**src/rtl/fpadd_pkg.sv**
```systemverilog
// rtl/fpadd_pkg.sv - shared states, width helpers and result constructors for fp_addsub_pipe
package fpadd_pkg;

    typedef logic [2:0] state_t;

    localparam state_t ST_IDLE  = 3'd0;
    localparam state_t ST_ALIGN = 3'd1;
    localparam state_t ST_ADD   = 3'd2;
    localparam state_t ST_NORM  = 3'd3;
    localparam state_t ST_ROUND = 3'd4;
    localparam state_t ST_DONE  = 3'd5;

    // Exponent bias for a given exponent field width.
    function automatic int exp_bias(input int exp_w);
        return (1 << (exp_w - 1)) - 1;
    endfunction

    // Working significand: hidden 1, stored mantissa, then guard, round, sticky.
    function automatic int sig_width(input int man_w);
        return man_w + 4;
    endfunction

    // Saturated overflow value {sign, all-ones exponent, all-ones mantissa}, right-aligned.
    function automatic logic [63:0] sat_result(input logic sign, input int exp_w, input int man_w);
        logic [63:0] v_mag;
        logic [63:0] v_sgn;
        v_mag = (64'd1 << (exp_w + man_w)) - 64'd1;
        v_sgn = {63'd0, sign} << (exp_w + man_w);
        return v_mag | v_sgn;
    endfunction

    // Signed zero {sign, zeros}, right-aligned.
    function automatic logic [63:0] zero_result(input logic sign, input int exp_w, input int man_w);
        return {63'd0, sign} << (exp_w + man_w);
    endfunction

endpackage

```
**src/rtl/fpadd_align_shift.sv**
```systemverilog
// rtl/fpadd_align_shift.sv - combinational right barrel shifter folding shifted-out bits into sticky
module fpadd_align_shift #(
    parameter int SIG_W = 7,
    parameter int SH_W  = 4
) (
    input  logic [SIG_W-1:0] i_sig,
    input  logic [SH_W-1:0]  i_shamt,
    output logic [SIG_W-1:0] o_sig
);

    logic [SIG_W-1:0] w_shifted;
    logic             w_sticky;
    int               w_sh_int;

    // Shift right and OR every bit that falls off the bottom into bit 0.
    always_comb begin
        w_sh_int = 32'(i_shamt);
        w_sticky = 1'b0;
        for (int i = 0; i < SIG_W; i++) begin
            if (i < w_sh_int) begin
                w_sticky = w_sticky | i_sig[i];
            end
        end
        if (w_sh_int >= SIG_W) begin
            w_shifted = '0;
        end else begin
            w_shifted = i_sig >> i_shamt;
        end
        o_sig = w_shifted | {{(SIG_W-1){1'b0}}, w_sticky};
    end

endmodule

```
**src/rtl/fp_addsub_pipe.sv**
```systemverilog
// rtl/fp_addsub_pipe.sv - multi-cycle FSM floating-point add/sub; FPADD_RNE_EN selects round-to-nearest-even over truncation
module fp_addsub_pipe
    import fpadd_pkg::*;
#(
    parameter  int EXP_W = 4,
    parameter  int MAN_W = 3,
    localparam int W     = 1 + EXP_W + MAN_W
) (
    input  logic         clk,
    input  logic         reset,
    input  logic         in_valid,
    output logic         in_ready,
    input  logic [W-1:0] a,
    input  logic [W-1:0] b,
    input  logic         op,
    output logic         out_valid,
    input  logic         out_ready,
    output logic [W-1:0] result,
    output logic         ovf,
    output logic         unf,
    output logic         zero
);

    localparam int               SW       = sig_width(MAN_W);
    localparam logic [EXP_W-1:0] EXP_ONES = '1;

    state_t           r_state;
    logic [W-1:0]     r_a;
    logic [W-1:0]     r_b;          // sign already folded with op
    logic [SW-1:0]    r_sig_l;
    logic [SW-1:0]    r_sig_s;
    logic [SW:0]      r_sum;        // top bit is the adder carry
    logic [EXP_W-1:0] r_exp;
    logic             r_sign;
    logic             r_sub;
    logic [W-1:0]     r_result;
    logic             r_ovf;
    logic             r_unf;
    logic             r_zero;

    logic             w_a_big;
    logic [W-1:0]     w_big;
    logic [W-1:0]     w_small;
    logic [EXP_W-1:0] w_exp_l;
    logic [EXP_W-1:0] w_exp_s;
    logic [EXP_W-1:0] w_shamt;
    logic [SW-1:0]    w_sig_l;
    logic [SW-1:0]    w_sig_s_raw;
    logic [SW-1:0]    w_sig_s;
    logic [SW:0]      w_sum;
    logic [EXP_W:0]   w_exp_inc;
    logic [EXP_W-1:0] w_exp_dec;
    logic [MAN_W-1:0] w_man;
    logic             w_inc;
    logic [MAN_W+1:0] w_rnd;
    logic [MAN_W-1:0] w_rnd_man;
    logic [EXP_W:0]   w_rnd_exp;
    logic             w_rnd_ovf;

    // Magnitude ordering (exponent, then mantissa; ties pick B) and unshifted significands.
    always_comb begin
        w_a_big     = r_a[W-2:0] > r_b[W-2:0];
        w_big       = w_a_big ? r_a : r_b;
        w_small     = w_a_big ? r_b : r_a;
        w_exp_l     = w_big[W-2:MAN_W];
        w_exp_s     = w_small[W-2:MAN_W];
        w_shamt     = w_exp_l - w_exp_s;
        w_sig_l     = (w_exp_l == '0) ? '0 : {1'b1, w_big[MAN_W-1:0], 3'b000};
        w_sig_s_raw = (w_exp_s == '0) ? '0 : {1'b1, w_small[MAN_W-1:0], 3'b000};
    end

    fpadd_align_shift #(
        .SIG_W (SW),
        .SH_W  (EXP_W)
    ) u_align_shift (
        .i_sig   (w_sig_s_raw),
        .i_shamt (w_shamt),
        .o_sig   (w_sig_s)
    );

    // Add or subtract; the larger magnitude is always r_sig_l so subtraction never goes negative.
    always_comb begin
        if (r_sub) begin
            w_sum = {1'b0, r_sig_l} - {1'b0, r_sig_s};
        end else begin
            w_sum = {1'b0, r_sig_l} + {1'b0, r_sig_s};
        end
        w_exp_inc = {1'b0, r_exp} + (EXP_W+1)'(1);
        w_exp_dec = r_exp - EXP_W'(1);
    end

    // Rounding increment on the normalised significand, with mantissa carry-out folded into the exponent.
    always_comb begin
        w_man = r_sum[SW-2:3];
`ifdef FPADD_RNE_EN
        w_inc = r_sum[2] & (r_sum[1] | r_sum[0] | r_sum[3]);
`else
        w_inc = 1'b0;
`endif
        w_rnd     = {2'b01, w_man} + {{(MAN_W+1){1'b0}}, w_inc};
        w_rnd_man = w_rnd[MAN_W+1] ? w_rnd[MAN_W:1] : w_rnd[MAN_W-1:0];
        w_rnd_exp = {1'b0, r_exp} + {{EXP_W{1'b0}}, w_rnd[MAN_W+1]};
        w_rnd_ovf = w_rnd_exp >= {1'b0, EXP_ONES};
    end

    // Control FSM and datapath registers; one operation in flight at a time.
    always_ff @(posedge clk) begin
        if (reset) begin
            r_state  <= ST_IDLE;
            r_a      <= '0;
            r_b      <= '0;
            r_sig_l  <= '0;
            r_sig_s  <= '0;
            r_sum    <= '0;
            r_exp    <= '0;
            r_sign   <= 1'b0;
            r_sub    <= 1'b0;
            r_result <= '0;
            r_ovf    <= 1'b0;
            r_unf    <= 1'b0;
            r_zero   <= 1'b0;
        end else begin
            case (r_state)
                ST_IDLE: begin
                    if (in_valid) begin
                        r_a     <= a;
                        r_b     <= {b[W-1] ^ op, b[W-2:0]};
                        r_state <= ST_ALIGN;
                    end
                end
                ST_ALIGN: begin
                    r_sig_l <= w_sig_l;
                    r_sig_s <= w_sig_s;
                    r_exp   <= w_exp_l;
                    r_sign  <= w_big[W-1];
                    r_sub   <= w_big[W-1] ^ w_small[W-1];
                    r_state <= ST_ADD;
                end
                ST_ADD: begin
                    if (w_sum == '0) begin
                        r_result <= W'(zero_result(1'b0, EXP_W, MAN_W));
                        r_zero   <= 1'b1;
                        r_state  <= ST_DONE;
                    end else begin
                        r_sum   <= w_sum;
                        r_state <= ST_NORM;
                    end
                end
                ST_NORM: begin
                    if (r_sum[SW]) begin
                        if (w_exp_inc >= {1'b0, EXP_ONES}) begin
                            r_result <= W'(sat_result(r_sign, EXP_W, MAN_W));
                            r_ovf    <= 1'b1;
                            r_state  <= ST_DONE;
                        end else begin
                            r_sum   <= {1'b0, r_sum[SW:2], r_sum[1] | r_sum[0]};
                            r_exp   <= w_exp_inc[EXP_W-1:0];
                            r_state <= ST_ROUND;
                        end
                    end else if (!r_sum[SW-1]) begin
                        if (w_exp_dec == '0) begin
                            r_result <= W'(zero_result(r_sign, EXP_W, MAN_W));
                            r_unf    <= 1'b1;
                            r_zero   <= 1'b1;
                            r_state  <= ST_DONE;
                        end else begin
                            r_sum   <= {r_sum[SW-1:0], 1'b0};
                            r_exp   <= w_exp_dec;
                            // The bit below the hidden position becomes the hidden bit after this shift.
                            r_state <= r_sum[SW-2] ? ST_ROUND : ST_NORM;
                        end
                    end else begin
                        r_state <= ST_ROUND;
                    end
                end
                ST_ROUND: begin
                    if (w_rnd_ovf) begin
                        r_result <= W'(sat_result(r_sign, EXP_W, MAN_W));
                        r_ovf    <= 1'b1;
                    end else begin
                        r_result <= {r_sign, w_rnd_exp[EXP_W-1:0], w_rnd_man};
                    end
                    r_state <= ST_DONE;
                end
                ST_DONE: begin
                    if (out_ready) begin
                        r_ovf   <= 1'b0;
                        r_unf   <= 1'b0;
                        r_zero  <= 1'b0;
                        r_state <= ST_IDLE;
                    end
                end
                default: r_state <= ST_IDLE;
            endcase
        end
    end

    assign in_ready  = (r_state == ST_IDLE);
    assign out_valid = (r_state == ST_DONE);
    assign result    = r_result;
    assign ovf       = r_ovf;
    assign unf       = r_unf;
    assign zero      = r_zero;

endmodule
```
**config.mk**
```make
export PLATFORM = sky130hd
export DESIGN_NAME = fp_addsub_pipe
export DESIGN_NICKNAME = d
export VERILOG_FILES = /design/src/rtl/fpadd_pkg.sv /design/src/rtl/fpadd_align_shift.sv /design/src/rtl/fp_addsub_pipe.sv
export SDC_FILE = /design/constraint.sdc
export NUM_CORES = 1
export LEC_CHECK = 0
export ABC_AREA = 0
export BUFFER_PORTS_ARGS = -buffer_cell sky130_fd_sc_hd__buf_2
export CAP_MARGIN = 20
export CORE_ASPECT_RATIO = 2
export CORE_MARGIN = 5
export CORE_UTILIZATION = 39
export DETAILED_ROUTE_END_ITERATION = 8
export GPL_TIMING_DRIVEN = 0
export PLACE_DENSITY = 0.55
export SLEW_MARGIN = 10
export SYNTH_ARGS = -nofsm -noshare
export SYNTH_HDL_FRONTEND = slang
export SYNTH_SLANG_ARGS = --single-unit
```
**constraint.sdc**
```tcl
create_clock -name clk -period 5.8 [get_ports clk]
set_clock_uncertainty 0.2 [all_clocks]
set_input_delay 0.58 -clock clk [delete_from_list [all_inputs] [get_ports clk]]
set_output_delay 0.58 -clock clk [all_outputs]
set_load 0.01 [all_outputs]
```
# Word-level counts from Yosys, hierarchy flattened
# Index checks and enable logic that the tools add are counted.
[totals]
memories = 0
inputBits = 21
latch_bits = 0
register_bits = 58
mem_bits_ro = 0
output_inout_bits = 13
ramBits = 0
word_cells = 134
[op_classes]
n_bitwise = 10
shift = 1
div = 0
mux = 51
n_lt_le_gt_ge = 11
n_reduce_logical = 21
add_sub_neg = 5
n_eq_ne = 20
n_mul = 0
[op_table]
columns = ["op", "count"]
rows = [
  ["2-to-1 mux 8 bit", 11],
  ["2-to-1 mux 7 bit", 6],
  ["case mux 8 bit (3 select lines)", 1],
  ["2-to-1 mux 3 bit", 7],
  ["AND reduction 5 bit", 4],
  ["inequality test 2 bit, second input constant", 9],
  ["case mux 3 bit (6 select lines)", 1],
  ["2-to-1 mux 1 bit", 16],
  ["2-to-1 mux 4 bit", 4],
  ["case mux 8 bit (2 select lines)", 1],
  ["inequality test 3 bit, second input constant", 5],
  ["zero test 4 bit", 3],
  ["less-than comparator 3 x 4 -> 1 bit, first input constant", 3],
  ["nonzero test 3 bit", 3],
  ["adder 7 x 7 -> 8 bit", 1],
  ["zero test 8 bit", 1],
  ["less-than comparator 1 x 4 -> 1 bit, first input constant", 2],
  ["less-than comparator 2 x 4 -> 1 bit, first input constant", 2],
  ["case mux 4 bit (2 select lines)", 1],
  ["subtractor 7 x 7 -> 8 bit", 1],
  ["greater-than comparator 7 bit", 1],
  ["OR 1 bit", 7],
  ["OR 7 x 1 -> 7 bit", 1],
  [">> shifter 7 x 4 -> 7 bit", 1],
  ["19 further kinds", 27],
]

# Longest topological paths before layout
# Gate-level depths: netlist (run 1).
[logic_depth]
word_depth = 18
ltp_mapped = 15
ltp_nobuf = 12

# By module
# Synthesis (run 1) repeated with hierarchy kept, for this count alone.
[unflattened]
hier_cells = 503
area_unflattened_um2 = 3848.7
[modules_own_cells]
columns = ["module", "seq_area_each_um2", "instances", "cells_each", "area_each_um2"]
rows = [
  ["fp_addsub_pipe", 1101.1, 1, 464, 3549.7],
  ["fpadd_align_shift", 0.0, 1, 39, 299.0],
]

# Worst setup path before layout (run 1)
# OpenSTA, ideal clock, no wires.
[synth_path]
kind = "register -> register"
from = "register r_b[4]"
to = "register r_sig_s[2]"
path_stages_with_launch = 13
required_ns = 5.483
period_less_slack_ns = 3.625
arrival_ns = 3.307
slack_ns = 2.175
setup_time_ns = 0.117
n_path_buf = 1
path_cell_list = "dfxtp_1 > inv_1 > ha_1 > a211oi_1 > o21bai_1 > o21ai_1 > buf_2 > a22oi_1 > ha_1 > mux4_2 > a21bo_2 > o221ai_1 > a32o_1"
[synth_via]
elab_chain_cells = 7
word_cells_on_any_way = 10
classes_between = "add/sub (1); order compare (2); shift (1); mux (4); bitwise (1); reduce/logical (1)"
[synth_lines]
columns = ["item", "line_no", "text"]
rows = [
  ["from (decl)", "fp_addsub_pipe.sv:29", "logic [W-1:0] r_b;"],
  ["from (signal assigned)", "fp_addsub_pipe.sv:127", "r_b <= {b[W-1] ^ op, b[W-2:0]};"],
  ["branches (longest 5 deep; another with greater-than comparator 7 bit)", "n/a", ""],
  ["2-to-1 mux 7 bit (*)", "fpadd_align_shift.sv:24", "if (w_sh_int >= SIG_W) begin"],
  ["OR 7 x 1 -> 7 bit (*)", "fpadd_align_shift.sv:29", "o_sig = w_shifted | {{(SIG_W-1){1'b0}}, w_sticky};"],
  ["to (signal assigned)", "fp_addsub_pipe.sv:133", "r_sig_s <= w_sig_s;"],
  ["to (decl)", "fp_addsub_pipe.sv:31", "logic [SW-1:0] r_sig_s;"],
]
# Every way passes the cells marked *.
# A chain may end at the register's enable or synchronous reset.

# Worst setup path in the final report (run 1)
# Ends and elaborated chain as after synthesis.

==> results_tabular.tex, run 1 <==
\begin{tabular}{lr}
\hline
Metric & Value \\
\hline
\multicolumn{2}{l}{\textbf{CTS}} \\
\quad Clock latency at the later pin of the worst-skew pair & 310 ps \\
\quad CTS sink count & 55 \\
\quad CTS Hold Bufs & 0 \\
\quad Post-cts sizing count & 0 \\
\quad CTS tree & built \\
\quad Cts bufs inserted & 5 \\
\quad Number of setup buffers added after CTS & 0 \\
\quad Clock input transition at the sequential cells of the worst setup and hold paths & 80 ps \\
\quad Max clock buf depth & 2 \\
\quad Count of H-tree levels built during CTS & 2 \\
\quad Root buffer selected by CTS & sky130\_fd\_sc\_hd\_\_clkbuf\_16 \\
\multicolumn{2}{l}{\textbf{Critical path}} \\
\quad Crit path buf inv count & 2 \\
\quad Cell type with the highest occurrence count on the critical path & sky130\_fd\_sc\_hd\_\_ha\_1 \\
\quad Register-to-register setup slack & 1460 ps \\
\quad Largest stage delay on the critical path & 580 ps \\
\quad Logic depth of the worst register-to-register path & 12 \\
\quad R2r endpoint & r\_sig\_s[2]\$\_SDFFE\_PP0P\_ \\
\quad Critical path startpoint category & register \\
\quad Worst R2R Start & r\_b[4]\$\_SDFFE\_PP0P\_ \\
\quad Chain of cells forming the critical path & inv\_1 -> ha\_1 -> a211oi\_1 -> o21bai\_1 -> o21ai\_1 -> buf\_2 -> a22oi\_1 -> ha\_1 -> mux4\_2 -> a21bo\_2 -> o221ai\_1 -> a32o\_1 \\
\quad Endpoint class of the critical path & register \\
\quad Worst endpoint required time & 5790 ps \\
\quad Largest delay contributor family on the critical path & compound AO/OA/AOI/OAI gates \\
\quad Data arrival time at the worst-slack endpoint & 4330 ps \\
\quad Slowest cell on crit path & sky130\_fd\_sc\_hd\_\_mux4\_2 \\
\quad Highest net fanout along the worst path & 10 \\
\quad Critical Setup Path Class & register to register \\
\multicolumn{2}{l}{\textbf{Logic synthesis}} \\
\quad Biggest area contributors in the synthesized netlist & sky130\_fd\_sc\_hd\_\_dfxtp\_1 (28\%), sky130\_fd\_sc\_hd\_\_nand2\_1 (5.9\%), sky130\_fd\_sc\_hd\_\_a21oi\_1 (5.8\%), sky130\_fd\_sc\_hd\_\_ha\_1 (5.8\%), sky130\_fd\_sc\_hd\_\_nor3\_1 (3.4\%) \\
\quad Proportion of synthesized flip-flops having asynchronous set or reset & 0\% \\
\quad Post-synthesis instance area & 0.00387 mm² \\
\quad Seq/Total Area, Yosys & 28.4\% \\
\quad Most instantiated flip-flop cell in the synthesis netlist & sky130\_fd\_sc\_hd\_\_dfxtp\_1 \\
\quad Average instance area after synthesis & 7.77 µm² \\
\quad Yosys top cell area share & 28.4\% \\
\quad Seq cells post-synth & 55 \\
\quad Synthesized Nets & 538 \\
\quad Yosys top cell by area & sky130\_fd\_sc\_hd\_\_dfxtp\_1 \\
\quad Gate count after technology mapping & 499 \\
\quad Distinct cell type count after synthesis & 70 \\
\quad Number of synthesized flops with an enable pin & 0 \\
\quad Synth warnings & 0 \\
\multicolumn{2}{l}{\textbf{Power and ir drop}} \\
\quad PD cells & 672 mW/mm² \\
\quad Worst VDD drop & 0.000268 V \\
\quad Power Total & 2.95 mW \\
\quad Static Leak & 1.64 nW \\
\multicolumn{2}{l}{\textbf{Routing}} \\
\quad Wire length after detailed routing & 11.9 mm \\
\quad Remaining DRCs & 0 \\
\quad Antenna violation net count after detailed routing & 0 \\
\quad Routed via count & 3953 \\
\quad Number of iterations in the first detailed-routing pass & 4 \\
\quad Iteration-0 DRC count of the detailed router & 172 \\
\quad WL per Instance & 17.8 µm \\
\quad Vias per inst & 5.88 \\
\multicolumn{2}{l}{\textbf{Floorplan}} \\
\quad Core Area & 0.00976 mm² \\
\quad Horizontal die dimension & 80.5 µm \\
\quad Die Span Y & 151 µm \\
\quad Die area & 0.0122 mm² \\
\quad Number of rows created at floorplan & 51 \\
\quad \# IOs & 34 \\
\quad Initial Utilization & 39.7\% \\
\multicolumn{2}{l}{\textbf{Finish}} \\
\quad Antenna diodes & 0 \\
\quad Final Net Count & 578 \\
\quad Register area & 0.00110 mm² \\
\quad Area delta synth->final & 13.1\% \\
\quad Layout cells sized above 1 & 12.8\% \\
\quad Fillers & 1012 \\
\quad Final design instance area without fill & 0.00438 mm² \\
\quad Area occupied by multi-input gates & 0.00255 mm² \\
\multicolumn{2}{l}{\textbf{Timing}} \\
\quad Worst slack on hold paths & 252 ps \\
\quad Final worst-path cycle share & 74.8\% \\
\quad Setup-failing EPs final & 0 \\
\quad Normalized max-slew margin & 50.8\% \\
\quad Post-Route Setup TNS & 0 ps \\
\quad Final critical-path required period & 4340 ps \\
\quad Slew @ Worst Pin & 734 ps \\
\quad Final Hold Fails & 0 \\
\quad Fin. max-slew vios & 0 \\
\quad Maximum clock rate & 0.230 GHz \\
\quad Setup repair after global routing missed its margin & no \\
\multicolumn{2}{l}{\textbf{Global route}} \\
\quad First-pass GRT wire length & 18.9 mm \\
\quad Initial antenna violation count & 0 \\
\quad Vias in the first global route & 3951 \\
\quad Maximum number of pins on one net before global-route repair & 18 \\
\quad Total Routing Usage GR & 20.1\% \\
\quad Total global routing overflow & 0 \\
\multicolumn{2}{l}{\textbf{Hold path}} \\
\quad Worst Hold Endpoint & unf\$\_SDFFE\_PP0P\_ \\
\quad Worst min-delay path class & register to register \\
\quad Hold Path Cell Cnt & 2 \\
\quad Hold Crit Start & unf\$\_SDFFE\_PP0P\_ \\
\multicolumn{2}{l}{\textbf{Placement}} \\
\quad Dpl cell area & 0.00421 mm² \\
\quad Final weighted congestion in routability-driven placement & 0.854 \\
\quad DP HPWL & 9.58 mm \\
\quad Total of buffers placed on input and output ports & 33 \\
\multicolumn{2}{l}{\textbf{Status}} \\
\quad Status & finished, final reports clean \\
\multicolumn{2}{l}{\textbf{Job}} \\
\quad Number of maximum-capacitance violations & 0 \\
\hline
\end{tabular}
metrics by stage:
step	setup slack (ps)	cells	utilization [%]
floorplan	2180	499	-
global placement	1600	664	43.1
detailed placement	1550	664	43.1
CTS	1510	672	44.9
global route	1280	672	44.9
finish	1460	672	44.9
cells by family (layout without fill, tap and decap cells):
kind of cell / count (synthesis) / count (layout) / share of synthesized area (%)
compound gates: 168 / 168 / 30.8
fa+ha+maj: 18 / 18 / 5.81
flops: 55 / 55 / 28.4
simple gates: 174 / 174 / 21.5
xor+xnor: 12 / 12 / 2.71
mux: 17 / 17 / 4.91
buf+inv: 55 / 96 / 5.84
final cells by class:
cell class | instances | share of cell area (%)
Multi-Input combinational cell | 389 | 58.1
Inverter | 29 | 2.48
Timing Repair Buffer | 33 | 3.77
Clock buffer | 6 | 3.17
Tap cell | 132 | 3.77
Buffer | 26 | 2.68
Clock inverter | 2 | 0.885
Sequential cell | 55 | 25.1
worst register-to-register path, cell delays in order, from the launching register on:
cell	delay, ps
sky130_fd_sc_hd__dfxtp_1	410
sky130_fd_sc_hd__inv_1	110
sky130_fd_sc_hd__ha_1	360
sky130_fd_sc_hd__a211oi_1	350
sky130_fd_sc_hd__o21bai_1	200
sky130_fd_sc_hd__o21ai_1	470
sky130_fd_sc_hd__buf_2	350
sky130_fd_sc_hd__a22oi_1	110
sky130_fd_sc_hd__ha_1	430
sky130_fd_sc_hd__mux4_2	580
sky130_fd_sc_hd__a21bo_2	220
sky130_fd_sc_hd__o221ai_1	140
sky130_fd_sc_hd__a32o_1	290
cells in the final DEF, fill, tap and decap left out, types with 6 or more instances in the layout:
cell / netlist / final
sky130_fd_sc_hd__nor2_1: 32 / 32
sky130_fd_sc_hd__nand3_1: 9 / 9
sky130_fd_sc_hd__nor4_1: 11 / 11
sky130_fd_sc_hd__o31ai_1: 9 / 9
sky130_fd_sc_hd__o221ai_1: 8 / 8
sky130_fd_sc_hd__ha_1: 18 / 18
sky130_fd_sc_hd__inv_1: 29 / 29
sky130_fd_sc_hd__a31oi_1: 11 / 11
sky130_fd_sc_hd__mux2_2: 6 / 6
sky130_fd_sc_hd__xnor2_1: 11 / 11
sky130_fd_sc_hd__mux2i_1: 10 / 10
sky130_fd_sc_hd__nor3_1: 26 / 26
sky130_fd_sc_hd__o21ai_0: 15 / 15
sky130_fd_sc_hd__a211oi_1: 14 / 14
sky130_fd_sc_hd__clkbuf_1: 19 / 19
sky130_fd_sc_hd__dfxtp_1: 55 / 55
sky130_fd_sc_hd__buf_2: 4 / 37
sky130_fd_sc_hd__a21oi_1: 45 / 45
sky130_fd_sc_hd__nand2_1: 61 / 61
sky130_fd_sc_hd__nand2b_1: 7 / 7
sky130_fd_sc_hd__nor2b_1: 6 / 6
routing by layer:
metal / wire length (µm) / up-vias / track usage (%) / share of wire (%)
met5: 0 / - / 0 / 0
met4: 646 / 0 / 13.3 / 5.4
met1: 4140 / 1879 / 18.2 / 35
li1: - / 1940 / - / -
met2: 6840 / 90 / 40.2 / 57
met3: 316 / 44 / 1.90 / 2.6
how the worst max path moves through the flow:
stage | to | startpoint | cells after the start | slack (ps)
after global routing | r_sig_s[2]$_SDFFE_PP0P_ | r_b[4]$_SDFFE_PP0P_ | 12 | 1280
after floorplan | r_sig_s[2]$_SDFFE_PP0P_ | r_b[4]$_SDFFE_PP0P_ | 12 | 2180
final | r_sig_s[2]$_SDFFE_PP0P_ | r_b[4]$_SDFFE_PP0P_ | 12 | 1460
after CTS | r_sig_s[2]$_SDFFE_PP0P_ | r_b[4]$_SDFFE_PP0P_ | 12 | 1510
after detailed placement | r_sig_s[2]$_SDFFE_PP0P_ | r_b[4]$_SDFFE_PP0P_ | 12 | 1550
after global placement | r_sig_s[2]$_SDFFE_PP0P_ | r_b[4]$_SDFFE_PP0P_ | 12 | 1600
state kept, by name, indices dropped and copies added, names as in the netlist:
name	flops
r_a	8
r_b	8
r_sum	8
result	8
r_sig_s	7
r_exp	4
r_sig_l	4
r_state	3
ovf	1
r_sign	1
r_sub	1
unf	1
zero	1
power by group:
part           switching (mW)  leakage, nW  internal, mW  total, mW
clock                   0.151       0.0875         0.218      0.368
sequential             0.0979        0.448         0.485      0.583
combinational            1.21         1.10         0.787       1.99
cells in the mapped netlist, drive strengths merged (3+ instances only):
| master | count |
|---|---|
| o31ai | 9 |
| ha | 18 |
| a311oi | 3 |
| nor4 | 11 |
| o21a | 5 |
| inv | 29 |
| a21o | 4 |
| and3 | 3 |
| nor2 | 32 |
| nand2 | 61 |
| o221ai | 8 |
| o2111ai | 3 |
| a21oi | 46 |
| a2bb2oi | 4 |
| mux2i | 10 |
| or2 | 3 |
| or3 | 4 |
| a31oi | 11 |
| xnor2 | 11 |
| nor2b | 6 |
| buf | 7 |
| nand3 | 9 |
| clkbuf | 19 |
| nor3 | 26 |
| and2 | 3 |
| dfxtp | 55 |
| o211ai | 4 |
| nand2b | 7 |
| a31o | 4 |
| o21ai | 17 |
| a211oi | 14 |
| a21boi | 5 |
| mux2 | 6 |
Note: power is estimated with default switching activity, not from simulation.
==> inputs of run 2 (changes only) <==
- PLACE_DENSITY: 0.55 -> 0.57
- clock period: 5.8 -> 3.5 ns (I/O delays scaled with it)
==> results_tabular.tex, run 2 (same netlist as run 1, synthesis figures left out) <==
\begin{tabular}{lr}
\hline
Metric & Value \\
\hline
\multicolumn{2}{l}{\textbf{Finish}} \\
\quad Most common library cell in the layout ignoring fill and taps & sky130\_fd\_sc\_hd\_\_nand2\_1 \\
\quad Layout cells sized above 1 & 22.2\% (+9.4 points) \\
\quad Final Net Count & 593 (+2.6\%) \\
\quad Area delta synth->final & 21.9\% \\
\quad Commonest non-fill, non-tap cells in the layout & sky130\_fd\_sc\_hd\_\_nand2\_1 (59), sky130\_fd\_sc\_hd\_\_dfxtp\_1 (46), sky130\_fd\_sc\_hd\_\_a21oi\_1 (42), sky130\_fd\_sc\_hd\_\_buf\_2 (33), sky130\_fd\_sc\_hd\_\_nor2\_1 (31) \\
\quad Utilization after layout & 48.4\% (+3.5 points) \\
\quad Antenna diodes & 0 (unchanged) \\
\multicolumn{2}{l}{\textbf{Critical path}} \\
\quad Critical path startpoint category & register \\
\quad Worst endpoint required time & 3490 ps (-2300 ps) \\
\quad Critical Setup Path Class & register to register \\
\quad Data arrival time at the worst-slack endpoint & 3340 ps (-990 ps) \\
\quad Endpoint class of the critical path & register \\
\quad Highest net fanout along the worst path & 10 (unchanged) \\
\multicolumn{2}{l}{\textbf{Floorplan}} \\
\quad Initial Utilization & 39.7\% (unchanged) \\
\quad Number of rows created at floorplan & 51 (unchanged) \\
\quad \# IOs & 34 (unchanged) \\
\quad Die Span Y & 151 µm (unchanged) \\
\quad Die area & 0.0122 mm² (unchanged) \\
\quad Horizontal die dimension & 80.5 µm (unchanged) \\
\quad Core Area & 0.00976 mm² (unchanged) \\
\multicolumn{2}{l}{\textbf{CTS}} \\
\quad CTS Hold Bufs & 0 (unchanged) \\
\quad Max clock buf depth & 2 (unchanged) \\
\quad Clock latency at the later pin of the worst-skew pair & 300 ps (about the same) \\
\quad Count of H-tree levels built during CTS & 2 (unchanged) \\
\quad Root buffer selected by CTS & sky130\_fd\_sc\_hd\_\_clkbuf\_16 \\
\quad Cts bufs inserted & 5 (unchanged) \\
\quad CTS tree & built \\
\quad Clock input transition at the sequential cells of the worst setup and hold paths & 80 ps (about the same) \\
\quad CTS sink count & 55 (unchanged) \\
\multicolumn{2}{l}{\textbf{Routing}} \\
\quad WL per Instance & 17.4 µm (-2.1\%) \\
\quad Vias per inst & 5.84 (-0.80\%) \\
\quad Antenna violation net count after detailed routing & 0 (unchanged) \\
\quad WL met1 & 4.10 mm (-0.99\%) \\
\quad Routed via count & 4009 (+1.4\%) \\
\quad Sum of met3 wire segment lengths after detailed routing & 344 µm (+8.9\%) \\
\quad Number of iterations in the first detailed-routing pass & 4 (unchanged) \\
\quad Remaining DRCs & 0 (unchanged) \\
\quad Uppermost signal routing layer after detailed routing & met4 \\
\quad Iteration-0 DRC count of the detailed router & 142 (-17\%) \\
\quad Wire length after detailed routing & 11.9 mm (about the same) \\
\quad Routed wire length on met2 & 6.86 mm (+0.41\%) \\
\multicolumn{2}{l}{\textbf{Global route}} \\
\quad Total Routing Usage GR & 20.0\% (-0.11 points) \\
\quad Vias in the first global route & 4016 (+1.6\%) \\
\quad Initial antenna violation count & 0 (unchanged) \\
\quad Total global routing overflow & 0 (unchanged) \\
\quad Maximum number of pins on one net before global-route repair & 18 (unchanged) \\
\quad First-pass GRT wire length & 19.1 mm (+0.77\%) \\
\multicolumn{2}{l}{\textbf{Timing}} \\
\quad Normalized max-slew margin & 52.3\% (+1.5 points) \\
\quad Final critical-path required period & 3350 ps (-989 ps) \\
\quad Worst slack on hold paths & 70.8 ps (-181 ps) \\
\quad Setup-failing EPs final & 0 (unchanged) \\
\quad Final worst-path cycle share & 95.7\% (+21 points) \\
\quad Setup repair after global routing missed its margin & yes \\
\quad Maximum clock rate & 0.298 GHz (+30\%) \\
\quad Final Hold Fails & 0 (unchanged) \\
\quad Fin. max-slew vios & 0 (unchanged) \\
\quad Slew @ Worst Pin & 706 ps (-27.6 ps) \\
\quad Final setup slack of the worst path & 150 ps (-1310 ps) \\
\quad Post-Route Setup TNS & 0 ps (unchanged) \\
\multicolumn{2}{l}{\textbf{Status}} \\
\quad Status & finished, final reports clean \\
\multicolumn{2}{l}{\textbf{Placement}} \\
\quad Final weighted congestion in routability-driven placement & 0.907 (+6.2\%) \\
\quad DP HPWL & 9.33 mm (-2.6\%) \\
\quad Total of buffers placed on input and output ports & 33 (unchanged) \\
\quad Worst Setup Slack post-DPL & -692 ps (-2240 ps) \\
\multicolumn{2}{l}{\textbf{Power and ir drop}} \\
\quad Static Leak & 1.75 nW (+6.8\%) \\
\quad Worst VDD drop & 0.000536 V (+100\%) \\
\quad PD cells & 1170 mW/mm² (+74\%) \\
\multicolumn{2}{l}{\textbf{Job}} \\
\quad Number of maximum-capacitance violations & 0 (unchanged) \\
\multicolumn{2}{l}{\textbf{Hold path}} \\
\quad Worst min-delay path class & input pin to register \\
\hline
\end{tabular}
run 2: changes by cell type in the layout (fill, tap and decap cells not counted), moves of 3 or more:
cell | previous run | this run
sky130_fd_sc_hd__buf_4 | 0 | 16
sky130_fd_sc_hd__dfxtp_1 | 55 | 46
sky130_fd_sc_hd__dfxtp_2 | 0 | 8
sky130_fd_sc_hd__ha_1 | 18 | 12
sky130_fd_sc_hd__buf_2 | 37 | 33
sky130_fd_sc_hd__ha_4 | 0 | 4
sky130_fd_sc_hd__a211oi_1 | 14 | 11
sky130_fd_sc_hd__a211oi_2 | 0 | 3
sky130_fd_sc_hd__a21oi_1 | 45 | 42
sky130_fd_sc_hd__a21oi_2 | 1 | 4
sky130_fd_sc_hd__buf_6 | 2 | 5
sky130_fd_sc_hd__nor4_1 | 11 | 8
sky130_fd_sc_hd__nor4_2 | 0 | 3
run 2: per-layer routing:
| metal | vias up | global-route usage, % |
|---|---|---|
| li1 | 1969 | - |
| met5 | - | 0 |
| met4 | 0 | 12.0 |
| met1 | 1905 | 18.2 |
| met2 | 93 | 40.3 |
| met3 | 42 | 2.20 |
run 2: repair_timing:
item | 4_1_cts | 5_1_grt
pin swaps | 7 | 11
setup endpoints to repair | 25 | 22
setup buffers | 6 | 10
resized for setup | 31 | 27
run 2: path summary, 6_finish.rpt:
| kind | from | to | slack, ps | cells past startpoint |
|---|---|---|---|---|
| max reg2reg | r_b[3]$_SDFFE_PP0P_ | r_sig_s[2]$_SDFFE_PP0P_ | 150 | 12 |
| min | b[3] | r_b[3]$_SDFFE_PP0P_ | 70 | 3 |
| max | r_b[3]$_SDFFE_PP0P_ | r_sig_s[2]$_SDFFE_PP0P_ | 150 | 12 |
| min reg2reg | unf$_SDFFE_PP0P_ | unf$_SDFFE_PP0P_ | 250 | 2 |
run 2: stage by stage:
step	cell area (µm²)	power, mW	std cells
CTS	4520	5.20	677
global placement	4210	4.21	664
finish	4720	5.53	687
global route	4720	5.95	687
detailed placement	4210	4.27	664
floorplan	3880	3.47	499
run 2: final cells by class:
cell class	instances	area [µm²]
Fill cell	983	5040
Multi-Input combinational cell	389	2770
Sequential cell	55	1110
Timing Repair Buffer	49	285
Tap cell	132	165
Buffer	25	135
Clock buffer	6	129
Inverter	29	109
Clock inverter	2	17.5
run 2: worst max-delay path: stages, from the launching register on:
cell and delay (ps):
sky130_fd_sc_hd__dfxtp_4 370, sky130_fd_sc_hd__inv_1 40, sky130_fd_sc_hd__ha_1 270, sky130_fd_sc_hd__buf_6 140, sky130_fd_sc_hd__nand4_1 150, sky130_fd_sc_hd__a21o_1 220, sky130_fd_sc_hd__a211oi_2 300, sky130_fd_sc_hd__a22oi_2 150
sky130_fd_sc_hd__ha_4 300, sky130_fd_sc_hd__mux4_2 520, sky130_fd_sc_hd__a21bo_2 220, sky130_fd_sc_hd__o221ai_2 100, sky130_fd_sc_hd__a32o_1 250
run 2: power by group:
part / total (mW) / internal (mW) / switching (mW)
Clock: 0.506 / 0.269 / 0.237
Combinational: 4.06 / 1.75 / 2.31
Sequential: 0.972 / 0.809 / 0.162
==> inputs of run 3 (changes only) <==
- ABC_AREA: 0 -> 1
==> results_tabular.tex, run 3 <==
\begin{tabular}{lr}
\hline
Metric & Value \\
\hline
\multicolumn{2}{l}{\textbf{Status}} \\
\quad Status & finished, final reports clean \\
\multicolumn{2}{l}{\textbf{Timing}} \\
\quad Maximum clock rate & 0.301 GHz (+0.78\%) \\
\quad Final Hold Fails & 0 (unchanged) \\
\quad Post-Route Setup TNS & 0 ps (unchanged) \\
\quad Setup-failing EPs final & 0 (unchanged) \\
\quad Final setup slack of the worst path & 176 ps (+26.0 ps) \\
\quad Slew @ Worst Pin & 745 ps (+39.4 ps) \\
\quad Fin. max-slew vios & 0 (unchanged) \\
\quad Final critical-path required period & 3320 ps (-26.0 ps) \\
\quad Normalized max-slew margin & 49.9\% (-2.4 points) \\
\quad Final worst-path cycle share & 95.0\% (-0.74 points) \\
\multicolumn{2}{l}{\textbf{Power and ir drop}} \\
\quad PD cells & 1130 mW/mm² (-3.6\%) \\
\quad Power Total & 4.89 mW (-12\%) \\
\quad Worst VDD drop & 0.000632 V (+18\%) \\
\quad Static Leak & 1.89 nW (+7.8\%) \\
\multicolumn{2}{l}{\textbf{CTS}} \\
\quad CTS tree & built \\
\quad Clock input transition at the sequential cells of the worst setup and hold paths & 80 ps (about the same) \\
\quad Clock latency at the later pin of the worst-skew pair & 310 ps (about the same) \\
\quad Count of H-tree levels built during CTS & 2 (unchanged) \\
\quad CTS Hold Bufs & 0 (unchanged) \\
\quad CTS sink count & 55 (unchanged) \\
\quad Max clock buf depth & 2 (unchanged) \\
\quad Root buffer selected by CTS & sky130\_fd\_sc\_hd\_\_clkbuf\_16 \\
\quad Cts bufs inserted & 5 (unchanged) \\
\multicolumn{2}{l}{\textbf{Logic synthesis}} \\
\quad Gate count after technology mapping & 550 (+10\%) \\
\quad Synthesized Nets & 589 (+9.5\%) \\
\quad Most frequent cells after synthesis & sky130\_fd\_sc\_hd\_\_nand2\_1 (100), sky130\_fd\_sc\_hd\_\_inv\_1 (65), sky130\_fd\_sc\_hd\_\_a21oi\_1 (57), sky130\_fd\_sc\_hd\_\_dfxtp\_1 (55), sky130\_fd\_sc\_hd\_\_nor2\_1 (51) \\
\quad Average instance area after synthesis & 6.82 µm² (-12\%) \\
\quad Yosys top cell area share & 29.3\% (+0.93 points) \\
\quad Cell with the most instances after synthesis & sky130\_fd\_sc\_hd\_\_nand2\_1 \\
\quad Number of synthesized flops with an enable pin & 0 (unchanged) \\
\quad Yosys top cell by area & sky130\_fd\_sc\_hd\_\_dfxtp\_1 \\
\quad Synth warnings & 0 (unchanged) \\
\quad Proportion of synthesized flip-flops having asynchronous set or reset & 0\% (unchanged) \\
\quad Seq cells post-synth & 55 (unchanged) \\
\quad Distinct cell type count after synthesis & 49 (-30\%) \\
\quad Most instantiated flip-flop cell in the synthesis netlist & sky130\_fd\_sc\_hd\_\_dfxtp\_1 \\
\quad Seq/Total Area, Yosys & 29.3\% (+0.93 points) \\
\quad Post-synthesis instance area & 0.00375 mm² (-3.2\%) \\
\quad Biggest area contributors in the synthesized netlist & sky130\_fd\_sc\_hd\_\_dfxtp\_1 (29\%), sky130\_fd\_sc\_hd\_\_nand2\_1 (10\%), sky130\_fd\_sc\_hd\_\_a21oi\_1 (7.6\%), sky130\_fd\_sc\_hd\_\_inv\_1 (6.5\%), sky130\_fd\_sc\_hd\_\_ha\_1 (6.0\%) \\
\multicolumn{2}{l}{\textbf{Critical path}} \\
\quad Critical path startpoint category & register \\
\quad Largest delay contributor family on the critical path & simple AND/OR/NAND/NOR gates \\
\quad Worst R2R Start & r\_sig\_s[2]\$\_SDFFE\_PP0P\_ \\
\quad Endpoint class of the critical path & register \\
\quad Largest stage delay on the critical path & 370 ps (-150 ps) \\
\quad Crit path launch & r\_sig\_s[2]\$\_SDFFE\_PP0P\_ \\
\quad Crit path buf inv count & 5 (+3) \\
\quad Highest net fanout along the worst path & 10 (unchanged) \\
\quad Worst endpoint required time & 3530 ps (+40 ps) \\
\quad Slowest cell on crit path & sky130\_fd\_sc\_hd\_\_dfxtp\_2 \\
\quad Cell type with the highest occurrence count on the critical path & sky130\_fd\_sc\_hd\_\_inv\_1 \\
\quad Critical Setup Path Class & register to register \\
\quad Data arrival time at the worst-slack endpoint & 3360 ps (+20 ps) \\
\quad Chain of cells forming the critical path & inv\_1 -> nand3\_2 -> nor3\_1 -> or2\_2 -> xnor2\_1 -> inv\_1 -> ha\_2 -> nand2\_1 -> inv\_1 -> a221oi\_1 -> o21ai\_1 -> xnor2\_1 -> nand4\_1 -> nand2\_2 -> nand2\_4 -> inv\_2 -> buf\_6 -> nand3b\_1 -> a21oi\_1 \\
\multicolumn{2}{l}{\textbf{Global route}} \\
\quad Total Routing Usage GR & 18.8\% (-1.2 points) \\
\quad Initial antenna violation count & 0 (unchanged) \\
\quad Maximum number of pins on one net before global-route repair & 18 (unchanged) \\
\quad Total global routing overflow & 0 (unchanged) \\
\quad Vias in the first global route & 3697 (-7.9\%) \\
\quad First-pass GRT wire length & 17.4 mm (-9.1\%) \\
\multicolumn{2}{l}{\textbf{Finish}} \\
\quad Antenna diodes & 0 (unchanged) \\
\quad Final Net Count & 634 (+6.9\%) \\
\quad Area occupied by multi-input gates & 0.00236 mm² (-15\%) \\
\quad Register area & 0.00111 mm² (-0.79\%) \\
\quad Area delta synth->final & 15.2\% \\
\quad Fillers & 988 (+0.51\%) \\
\quad Utilization after layout & 46.1\% (-2.3 points) \\
\quad Most common library cell in the layout ignoring fill and taps & sky130\_fd\_sc\_hd\_\_nand2\_1 \\
\quad Layout cells sized above 1 & 19.0\% (-3.2 points) \\
\quad Final design instance area without fill & 0.00432 mm² (-8.5\%) \\
\quad Commonest non-fill, non-tap cells in the layout & sky130\_fd\_sc\_hd\_\_nand2\_1 (99), sky130\_fd\_sc\_hd\_\_inv\_1 (62), sky130\_fd\_sc\_hd\_\_a21oi\_1 (57), sky130\_fd\_sc\_hd\_\_dfxtp\_1 (53), sky130\_fd\_sc\_hd\_\_nor2\_1 (51) \\
\multicolumn{2}{l}{\textbf{Floorplan}} \\
\quad Die Span Y & 149 µm (-1.5\%) \\
\quad Die area & 0.0118 mm² (-2.9\%) \\
\quad Number of rows created at floorplan & 50 (-2.0\%) \\
\quad Horizontal die dimension & 79.4 µm (-1.4\%) \\
\quad Initial Utilization & 40.0\% (+0.30 points) \\
\quad Core Area & 0.00938 mm² (-3.9\%) \\
\quad \# IOs & 34 (unchanged) \\
\multicolumn{2}{l}{\textbf{Routing}} \\
\quad Wire length after detailed routing & 10.9 mm (-9.0\%) \\
\quad Remaining DRCs & 0 (unchanged) \\
\quad Routed via count & 3755 (-6.3\%) \\
\quad Antenna violation net count after detailed routing & 0 (unchanged) \\
\quad WL per Instance & 15.5 µm (-11\%) \\
\quad Vias per inst & 5.36 (-8.1\%) \\
\quad Iteration-0 DRC count of the detailed router & 201 (+42\%) \\
\quad Number of iterations in the first detailed-routing pass & 4 (unchanged) \\
\multicolumn{2}{l}{\textbf{Placement}} \\
\quad Final weighted congestion in routability-driven placement & 0.898 (-0.90\%) \\
\quad Worst Setup Slack post-DPL & -109 ps (+582 ps) \\
\quad Dpl cell area & 0.00405 mm² (-3.9\%) \\
\quad Total of buffers placed on input and output ports & 33 (unchanged) \\
\quad DP HPWL & 8.58 mm (-8.1\%) \\
\multicolumn{2}{l}{\textbf{Job}} \\
\quad Number of maximum-capacitance violations & 0 (unchanged) \\
\multicolumn{2}{l}{\textbf{Hold path}} \\
\quad Worst min-delay path class & input pin to register \\
\quad Hold Crit Start & reset \\
\hline
\end{tabular}
## run 3: cell types whose count changed after synthesis, moves of 11 or more
cell / delta
sky130_fd_sc_hd__nand2_1: +39
sky130_fd_sc_hd__inv_1: +36
sky130_fd_sc_hd__o21ai_0: +27
sky130_fd_sc_hd__nand2_2: +20
sky130_fd_sc_hd__nor2_1: +19
sky130_fd_sc_hd__nand3_1: +17
sky130_fd_sc_hd__nor3_1: -15
sky130_fd_sc_hd__a211oi_1: -13
sky130_fd_sc_hd__a21oi_1: +12
sky130_fd_sc_hd__nor4_1: -11
## run 3: final timing paths
path                                  end  slack [ps]  depth (start not counted)
setup / recovery   result[7]$_SDFFE_PP0P_         180                         19
hold / removal    r_sig_l[4]$_SDFFE_PP0P_          90                          2
setup reg to reg   result[7]$_SDFFE_PP0P_         180                         19
hold reg to reg    result[7]$_SDFFE_PP0P_         270                          2
## run 3: area by class of cell
| class | count | area share, % |
|---|---|---|
| Sequential cell | 55 | 25.6 |
| Multi-Input combinational cell | 409 | 54.7 |
| Clock buffer | 6 | 2.98 |
| Inverter | 73 | 6.34 |
| Timing Repair Buffer | 37 | 4.52 |
| Buffer | 14 | 1.97 |
| Tap cell | 104 | 3.01 |
| Clock inverter | 2 | 0.897 |
## run 3: cell families (layout without fill, tap and decap cells)
group                      after synthesis  after routing  synth area share, %
xor gates and xnor gates                17             17                 4.17
adders and majority gates               18             18                 6.00
and+or+nand+nor                        236            237                 30.0
AOI/OAI and AO/OA                      137            137                 20.9
buffers and inverters                   87            132                 9.57
DFF                                     55             55                 29.3
## run 3: worst register-to-register path: cells and delay by family (launching register included)
kind | cells | cell delay [ps]
buffers and inverters | 5 | 430
and+or+nand+nor | 8 | 1120
AOI/OAI and AO/OA | 3 | 480
xor gates and xnor gates | 2 | 380
adders and majority gates | 1 | 300
DFF | 1 | 370
## run 3: where the power goes
group          leakage (nW)  switching [mW]  internal [mW]
Combinational          1.35            2.06           1.29
Clock                0.0815           0.256          0.342
Sequential            0.452           0.132          0.809
## run 3: stage by stage
step / hold WS, ps / instances
3_5_place_dp: 256 / 687
6_report: 90.4 / 700
4_1_cts: 90.0 / 698
5_1_grt: 99.2 / 700
2_1_floorplan: 219 / 550
3_3_place_gp: 251 / 687
## run 3: per-layer routing
layer	up-vias	global-route usage [%]	wire, µm
li1	1923	-	-
met1	1733	17.3	3900
met2	75	39.0	6310
met3	24	2.24	273
met4	0	8.26	384
met5	-	0	0
## run 3: what timing repair did
action / 4_1_cts / 5_1_grt
endpoints found under the setup margin: 16 / 20
pin swaps: 3 / 3
setup buffers: 3 / 1
resized for setup: 7 / 15
gates cloned: 0 / 1
